$ cat src/rtl/lcd_reader_if.sv
// lcd_reader_if: Nios II multi-cycle custom-instruction bus for lcd_reader.
//   clk_en        - custom-instruction clock enable (CPU -> block)
//   start         - instruction start strobe        (CPU -> block)
//   dataa, datab  - instruction operands            (CPU -> block)
//   result        - instruction result              (block -> CPU)
//   done          - one-cycle completion pulse      (block -> CPU)
// master = CPU side, slave = lcd_reader.
interface lcd_reader_if;
  logic        clk_en;
  logic        start;
  logic [31:0] dataa;
  logic [31:0] datab;
  logic [31:0] result;
  logic        done;

  modport master (output clk_en, start, dataa, datab, input result, done);
  modport slave  (input clk_en, start, dataa, datab, output result, done);
endinterface

$ cat src/rtl/lcd_reader.sv
// lcd_reader: reads the HD44780 status register (busy flag + address counter)
// or the DDRAM/CGRAM data register, with an optional poll mode that repeats
// status reads until the busy flag clears or MAX_POLLS reads have been made.
// Ports:
//   clk      - system clock
//   reset    - asynchronous active-low reset
//   ci       - custom-instruction bus (slave modport)
//   rs,rw,en - LCD control pins (valid while active=1)
//   db_in    - LCD data bus as seen through the top-level tristate
//   active   - high for the whole transaction; top level hands the pins here
// result = {timeout, reads[14:0], 8'h00, byte}.
module lcd_reader #(
  parameter int T_SETUP   = 5,
  parameter int T_EN_HIGH = 25,
  parameter int T_EN_LOW  = 50,
  parameter int MAX_POLLS = 1000
) (
  input  logic         clk,
  input  logic         reset,
  lcd_reader_if.slave  ci,
  output logic         rs,
  output logic         rw,
  output logic         en,
  input  logic [7:0]   db_in,
  output logic         active
);

  typedef enum logic [2:0] {
    IDLE    = 3'd0,
    SETUP   = 3'd1,
    EN_HIGH = 3'd2,
    EN_LOW  = 3'd3,
    DONE    = 3'd4
  } state_e;

  localparam logic [15:0] SETUP_LAST = 16'(T_SETUP - 1);
  localparam logic [15:0] HIGH_LAST  = 16'(T_EN_HIGH - 1);
  localparam logic [15:0] LOW_LAST   = 16'(T_EN_LOW - 1);
  localparam logic [15:0] MAX_READS  = 16'(MAX_POLLS);

  state_e      state_q, state_d;
  logic [15:0] cnt_q, cnt_d;
  logic [15:0] reads_q, reads_d;
  logic [7:0]  data_q, data_d;
  logic        poll_q, poll_d;
  logic        rs_q, rs_d;
  logic        rw_q, rw_d;
  logic        en_q, en_d;
  logic        active_q, active_d;
  logic        done_q, done_d;
  logic [31:0] result_q, result_d;

  // Upper operand bits and datab carry no meaning for this instruction.
  logic unused_s;
  assign unused_s = ^{ci.dataa[31:2], ci.datab};

  // Next-state and next-output logic; everything holds while clk_en is low.
  always_comb begin
    state_d  = state_q;
    cnt_d    = cnt_q;
    reads_d  = reads_q;
    data_d   = data_q;
    poll_d   = poll_q;
    rs_d     = rs_q;
    rw_d     = rw_q;
    en_d     = en_q;
    active_d = active_q;
    done_d   = done_q;
    result_d = result_q;
    if (ci.clk_en) begin
      case (state_q)
        IDLE: begin
          done_d = 1'b0;
          if (ci.start) begin
            rs_d     = ci.dataa[0];
            // Polling only makes sense on the status register.
            poll_d   = ci.dataa[1] & ~ci.dataa[0];
            rw_d     = 1'b1;
            active_d = 1'b1;
            reads_d  = 16'd0;
            cnt_d    = 16'd0;
            state_d  = SETUP;
          end else begin
            cnt_d = 16'd0;
          end
        end
        SETUP: begin
          if (cnt_q == SETUP_LAST) begin
            en_d    = 1'b1;
            cnt_d   = 16'd0;
            state_d = EN_HIGH;
          end else begin
            cnt_d = cnt_q + 16'd1;
          end
        end
        EN_HIGH: begin
          if (cnt_q == HIGH_LAST) begin
            // Sample on the same edge that drops en.
            data_d  = db_in;
            en_d    = 1'b0;
            reads_d = reads_q + 16'd1;
            cnt_d   = 16'd0;
            state_d = EN_LOW;
          end else begin
            cnt_d = cnt_q + 16'd1;
          end
        end
        EN_LOW: begin
          if (cnt_q == LOW_LAST) begin
            cnt_d = 16'd0;
            // reads already counts the access that just finished.
            if (poll_q && data_q[7] && (reads_q < MAX_READS)) begin
              state_d = SETUP;
            end else begin
              state_d = DONE;
            end
          end else begin
            cnt_d = cnt_q + 16'd1;
          end
        end
        DONE: begin
          done_d   = 1'b1;
          result_d = {poll_q & data_q[7], reads_q[14:0], 8'h00, data_q};
          rw_d     = 1'b0;
          active_d = 1'b0;
          cnt_d    = 16'd0;
          state_d  = IDLE;
        end
        default: begin
          en_d     = 1'b0;
          rw_d     = 1'b0;
          active_d = 1'b0;
          done_d   = 1'b0;
          cnt_d    = 16'd0;
          state_d  = IDLE;
        end
      endcase
    end else begin
      state_d = state_q;
    end
  end

  // State, counter and output registers.
  always_ff @(posedge clk or negedge reset) begin
    if (!reset) begin
      state_q  <= IDLE;
      cnt_q    <= 16'd0;
      reads_q  <= 16'd0;
      data_q   <= 8'h00;
      poll_q   <= 1'b0;
      rs_q     <= 1'b0;
      rw_q     <= 1'b0;
      en_q     <= 1'b0;
      active_q <= 1'b0;
      done_q   <= 1'b0;
      result_q <= 32'h0000_0000;
    end else begin
      state_q  <= state_d;
      cnt_q    <= cnt_d;
      reads_q  <= reads_d;
      data_q   <= data_d;
      poll_q   <= poll_d;
      rs_q     <= rs_d;
      rw_q     <= rw_d;
      en_q     <= en_d;
      active_q <= active_d;
      done_q   <= done_d;
      result_q <= result_d;
    end
  end

  assign rs        = rs_q;
  assign rw        = rw_q;
  assign en        = en_q;
  assign active    = active_q;
  assign ci.done   = done_q;
  assign ci.result = result_q;

endmodule

$ cat src/flat_wrapper.sv
// flat-port wrapper written by rule: the top's interface ports become plain ports
module lcd_reader_flat 
#(
  parameter int T_SETUP   = 5,
  parameter int T_EN_HIGH = 25,
  parameter int T_EN_LOW  = 50,
  parameter int MAX_POLLS = 1000
)
  (clk, reset, rs, rw, en, db_in, active, ci_clk_en, ci_start, ci_dataa, ci_datab, ci_result, ci_done);
  lcd_reader_if ci_i ();
  input  logic clk;
  input  logic reset;
  output logic rs;
  output logic rw;
  output logic en;
  input  logic [7:0] db_in;
  output logic active;
  input wire logic [$bits(ci_i.clk_en)-1:0] ci_clk_en;
  input wire logic [$bits(ci_i.start)-1:0] ci_start;
  input wire logic [$bits(ci_i.dataa)-1:0] ci_dataa;
  input wire logic [$bits(ci_i.datab)-1:0] ci_datab;
  output wire logic [$bits(ci_i.result)-1:0] ci_result;
  output wire logic [$bits(ci_i.done)-1:0] ci_done;
  assign ci_i.clk_en = ci_clk_en;
  assign ci_i.start = ci_start;
  assign ci_i.dataa = ci_dataa;
  assign ci_i.datab = ci_datab;
  assign ci_result = ci_i.result;
  assign ci_done = ci_i.done;
  lcd_reader #(.T_SETUP(T_SETUP), .T_EN_HIGH(T_EN_HIGH), .T_EN_LOW(T_EN_LOW), .MAX_POLLS(MAX_POLLS)) u_core (.clk(clk), .reset(reset), .ci(ci_i), .rs(rs), .rw(rw), .en(en), .db_in(db_in), .active(active));
endmodule
$ cat config.mk
export PLATFORM = sky130hd
export DESIGN_NAME = lcd_reader_flat
export DESIGN_NICKNAME = d
export VERILOG_FILES = /design/src/rtl/lcd_reader_if.sv /design/src/rtl/lcd_reader.sv /design/src/flat_wrapper.sv
export SDC_FILE = /design/constraint.sdc
export NUM_CORES = 1
export LEC_CHECK = 0
export CAP_MARGIN = 20
export CORE_MARGIN = 8
export CORE_UTILIZATION = 40
export DETAILED_ROUTE_END_ITERATION = 10
export PLACE_DENSITY = 0.7
export REMOVE_ABC_BUFFERS = 1
export SLEW_MARGIN = 20
export SYNTH_ARGS = -nofsm -noshare
export SYNTH_HDL_FRONTEND = slang
export SYNTH_SLANG_ARGS = --single-unit
$ cat constraint.sdc
create_clock -name clk -period 2.5 [get_ports clk]
set_input_delay 0.5 -clock clk [delete_from_list [all_inputs] [get_ports clk]]
set_output_delay 0.5 -clock clk [all_outputs]
set_load 0.01 [all_outputs]
# ---- Yosys cells after proc, flatten, opt, wreduce, memory -nomap -nowiden
# Cells that the tools add are included.
dict set report word_totals {
  register_bits 72
  inputBits 76
}
dict set report classes {
  add_sub_neg 2
  n_lt_le_gt_ge 1
  n_eq_ne 11
  mux 19
  n_bitwise 5
  reduce_logical 14
}
# op n
set op_table {}
lappend op_table {{16-bit 2-to-1 mux} 5}
lappend op_table {{16-bit case mux with 3 select lines} 1}
lappend op_table {{16-bit by 1-bit adder with 16-bit output, second input constant} 2}
lappend op_table {{16-bit case mux with 2 select lines} 1}
lappend op_table {{16-bit by 3-bit == test with 1-bit output, second input constant} 1}
lappend op_table {{16-bit by 5-bit == test with 1-bit output, second input constant} 1}
lappend op_table {{16-bit by 6-bit == test with 1-bit output, second input constant} 1}
lappend op_table {{16-bit by 10-bit < comparator with 1-bit output, second input constant} 1}
lappend op_table {{3-bit 2-to-1 mux} 5}
lappend op_table {{3-bit case mux with 4 select lines} 1}
lappend op_table {{3-bit AND reduction} 3}
lappend op_table {{4-bit AND reduction} 2}
lappend op_table {{3-bit by 2-bit == test with 1-bit output, second input constant} 2}
lappend op_table {{2-bit by 1-bit inequality test with 1-bit output, second input constant} 3}
lappend op_table {{3-bit OR reduction} 2}
lappend op_table {{5-bit AND reduction} 1}
lappend op_table {{1-bit case mux with 2 select lines} 2}
lappend op_table {{2-bit AND reduction} 2}
lappend op_table {{3-bit by 1-bit == test with 1-bit output, second input constant} 1}
lappend op_table {{3-bit == test, second input constant} 1}
lappend op_table {{3-bit logical NOT} 1}
lappend op_table {{1-bit 2-to-1 mux} 3}
lappend op_table {{1-bit inverter} 3}
lappend op_table {{1-bit case mux with 3 select lines} 1}
lappend op_table {{other kinds (4)} 6}

# ---- Longest topological paths before layout
dict set report logic_depth {
  word_depth 5
  ltp_mapped 9
}

# ---- Worst setup path after synthesis
# Ideal clock, no wire load.
dict set report synth_timing {
  kind {reg2reg}
  startpoint {reg u_core.cnt_q[0]}
  endpoint {reg u_core.reads_q[11]}
  arrival_ns 2.008
  t_required_ns 2.422
  path_slack_ns 0.414
  path_stages_with_launch 10
  path_buffers 2
  cell_sequence {dfrtp_1 -> inv_1 -> ha_1 -> nor4b_4 -> and4_1 -> buf_4 -> a31oi_4 -> buf_6 -> or4_1 -> a21oi_1}
}
dict set report synth_between {
  elab_chain_cells 3
}
# item line
set synth_lines {}
lappend synth_lines {{from (decl)} lcd_reader.sv:42} ;# logic [15:0] cnt_q, cnt_d;
lappend synth_lines {{from (signal assigned)} lcd_reader.sv:159} ;# cnt_q <= cnt_d;
lappend synth_lines {{16-bit by 5-bit == test with 1-bit output} lcd_reader.sv:97} ;# if (cnt_q == HIGH_LAST) begin
lappend synth_lines {{2-bit by 1-bit inequality test with 1-bit output (no source line)} n/a}
lappend synth_lines {{4-bit AND reduction (no source line)} n/a}
lappend synth_lines {{to (signal assigned)} lcd_reader.sv:160} ;# reads_q <= reads_d;
lappend synth_lines {{to (decl)} lcd_reader.sv:43} ;# logic [15:0] reads_q, reads_d;
# No other way between the ends.
# A chain may end at the register's enable or synchronous reset.

# ---- Final worst setup path
dict set report layout_timing {
  startpoint {reg u_core.cnt_q[0]}
  endpoint {reg u_core.reads_q[12]}
}
# Same word-level chain as after synthesis.

==> run metrics <==
outcome complete, no violations; global route total overflow 0; CTS tree done; # IOs approximately 110; Tcrit/Tclk final 89.7%; Post-CTS Hold Buffers 0; Clock Tree Buf Depth 2; minimum clock period around 2.2 ns; Hold Slack 0.168 ns; Crit. End Element flip-flop; DIE AREA 12900 sq um; post-cts gate resize count 0; clock latency on the worst-skew pair 0.35 ns; Cell variety after synth between 50 and 60; VDD IR-drop max 0.413 mV; root buffer cell clkbuf_8; cells after synthesis 375; ys flop type dfrtp_1; area of the core 9240 sq um; Final ANT Viol Nets 0; total CTS buffers 9; Initial Util approximately two fifths; initial antenna violation count 0; placer's final routability congestion estimate 0.852; # diodes 0; area leader, netlist dfrtp_1; WL/cell 15.3 um; static leakage 1.99 nW; DP HPWL slightly below 6000 um; sequential fraction of the synthesis area a little under half; Pre-antenna DRT Iters 5; RSZ-0062 raised after global routing false; critical path arrival 2.53 ns; worst clock skew just under 0.01 ns; Routed WL around 8500 um; P per Cell Area a little under 800 nW/um^2; CTS HTree Levels 3; Post-synth top cells 72 x dfrtp_1, 42 x nand2_1, 27 x mux2_2; Post-CTS Setup Bufs 0; yosys warns 0; critical-path cell list inv_1 -> ha_1 -> nor4b_4 -> and4_2 -> nand4_2 -> or4_1 -> a21oi_1; mapped cell area 3800 sq um; fin. max-slew vios 0; post-route DRC violation count 0; Post-synth ARST share 100%; Max Clock Freq 446 MHz; Synth area leaders dfrtp_1 47%, mux2_2 8.0%, nand2_1 4.1%, o21ai_0 3.3%, o221ai_1 2.8%; largest net degree at the start of global routing 73; Yosys reg bits ~70; Sink Count 72; CP bufs+invs 1; class of the worst hold path in -> async; Critical Path RT 2.78 ns; clk slew on worst S/H paths about 0.090 ns; chip width 113 um; # Max-Cap Violations 0; Worst Path Max Fanout 8; First DRT Iteration DRCs 183; die height 113 um; synthesized area per cell 10.1 sq um; synthesis-to-finish area growth 21.1%; WS Path Type reg -> reg; area share of the largest cell type after synthesis 47.4%; EDFF count, synth 0; layout cell share with drive strength beyond 1 16.2%; Crit path max-delay family simple AND/OR/NAND/NOR gates; final hold viol count 0; count leader, synth dfrtp_1; gr usage total 13.7%; Layout Nets 500; CP peak stage delay 0.46 ns; Vias per Instance between 5 and 6; row count 35; Worst R2R Setup Slack 0.26 ns; vias after detailed routing 2980; Setup Viol. Count Final 0; crit path launch type flip-flop; vias in the first global route 2878; Slew headroom 62.7%; first-pass GRT wire length 14500 um; TNS Setup 0 ns; IO buf count 42; actual slew at the worst max-slew pin 0.560 ns; Crit-path slowest cell or4_1
report_power, final:
part	internal (W)	switching, W	total, W	leakage (nW)
logic	0.000470	0.000594	0.00106	0.896
registers	0.00127	0.000167	0.00144	0.991
clock network	0.000568	0.000467	0.00103	0.107
area by class of cell:
class / instances / area [sq um]
Tap cell: 129 / 161
Inverter: 21 / 78.8
Multi-Input combinational cell: 261 / 1790
Clock inverter: 6 / 93.8
Clock buffer: 10 / 128
Timing Repair Buffer: 55 / 551
Fill cell: 833 / 4640
Sequential cell: 72 / 1800
logic make-up after synthesis:
| group | count (synthesis) | synth area share [%] |
|---|---|---|
| buffers and inverters | 49 | 6.29 |
| multiplexers | 30 | 8.79 |
| other | 1 | 0.0987 |
| flip-flops | 72 | 47.4 |
| XOR/XNOR | 4 | 0.922 |
| AND/OR/NAND/NOR | 140 | 21.5 |
| adder cells (fa/ha/maj) | 4 | 1.32 |
| AO/OA/AOI/OAI | 75 | 13.7 |
metal layers:
metal  track usage (%)  share of wire, %
met5                 0                 0
met4              5.33              0.80
met3              3.17               6.3
met2              22.3                49
met1              17.1                44
worst paths after layout:
check                                             start                                to  cells after the start
max in group asynchronous                         reset      u_core.data_q[5]$_DFFE_PN0P_                      2
setup reg to reg            u_core.cnt_q[0]$_DFFE_PN0P_    u_core.reads_q[12]$_DFFE_PN0P_                      7
min in group clk           u_core.data_q[1]$_DFFE_PN0P_      u_core.data_q[1]$_DFFE_PN0P_                      2
hold / removal                                    reset  u_core.ci.result[31]$_DFFE_PN0P_                      2
hold reg to reg            u_core.data_q[1]$_DFFE_PN0P_      u_core.data_q[1]$_DFFE_PN0P_                      2
setup / recovery            u_core.cnt_q[0]$_DFFE_PN0P_    u_core.reads_q[12]$_DFFE_PN0P_                      7
flip-flops by register name, summed over array words and instances (netlist names):
| signal | flops |
|---|---|
| u_core.cnt_q | 16 |
| u_core.rs | 1 |
| u_core.reads_q | 16 |
| u_core.ci.result | 24 |
| u_core.poll_q | 1 |
| u_core.ci.done | 1 |
| u_core.en | 1 |
| u_core.state_q | 3 |
| u_core.data_q | 8 |
| u_core.rw | 1 |
layout by cell type (no fill, tap or decap), drive strengths merged, types with 2 or more instances in the layout:
| cell | Yosys | final |
|---|---|---|
| dfrtp | 72 | 72 |
| nand2 | 42 | 42 |
| clkdlybuf4s50 | 0 | 41 |
| mux2 | 27 | 27 |
| o21ai | 25 | 25 |
| inv | 21 | 21 |
| nor2 | 21 | 21 |
| buf | 18 | 14 |
| o221ai | 12 | 12 |
| nand3 | 11 | 11 |
| a21oi | 11 | 11 |
| nand4 | 10 | 10 |
| clkbuf | 10 | 10 |
| nor3 | 10 | 10 |
| nor4 | 10 | 10 |
| conb | 1 | 8 |
| or4 | 6 | 6 |
| a31oi | 6 | 6 |
| and3 | 5 | 5 |
| o211ai | 5 | 5 |
| o31ai | 5 | 5 |
| nor3b | 5 | 5 |
| and2 | 4 | 4 |
| ha | 4 | 4 |
| and4 | 4 | 4 |
| or3 | 3 | 3 |
| mux2i | 3 | 3 |
| clkinv | 0 | 3 |
| xnor2 | 2 | 2 |
| xor2 | 2 | 2 |
| nand2b | 2 | 2 |
| o21a | 2 | 2 |
| bufinv | 0 | 2 |
metrics by stage:
stage                     setup slack, ns  power [W]  area (sq um)  instances  utilization, %
after floorplan                     0.354    0.00207          3670        354               -
after global placement             0.0995    0.00249          4380        538            47.4
after detailed placement           0.0552    0.00252          4380        538            47.4
after CTS                           0.186    0.00357          4600        554            49.8
after global routing               0.0645    0.00375          4600        554            49.8
final                               0.258    0.00354          4600        554            49.8
Note: power is estimated with default switching activity, not from simulation.
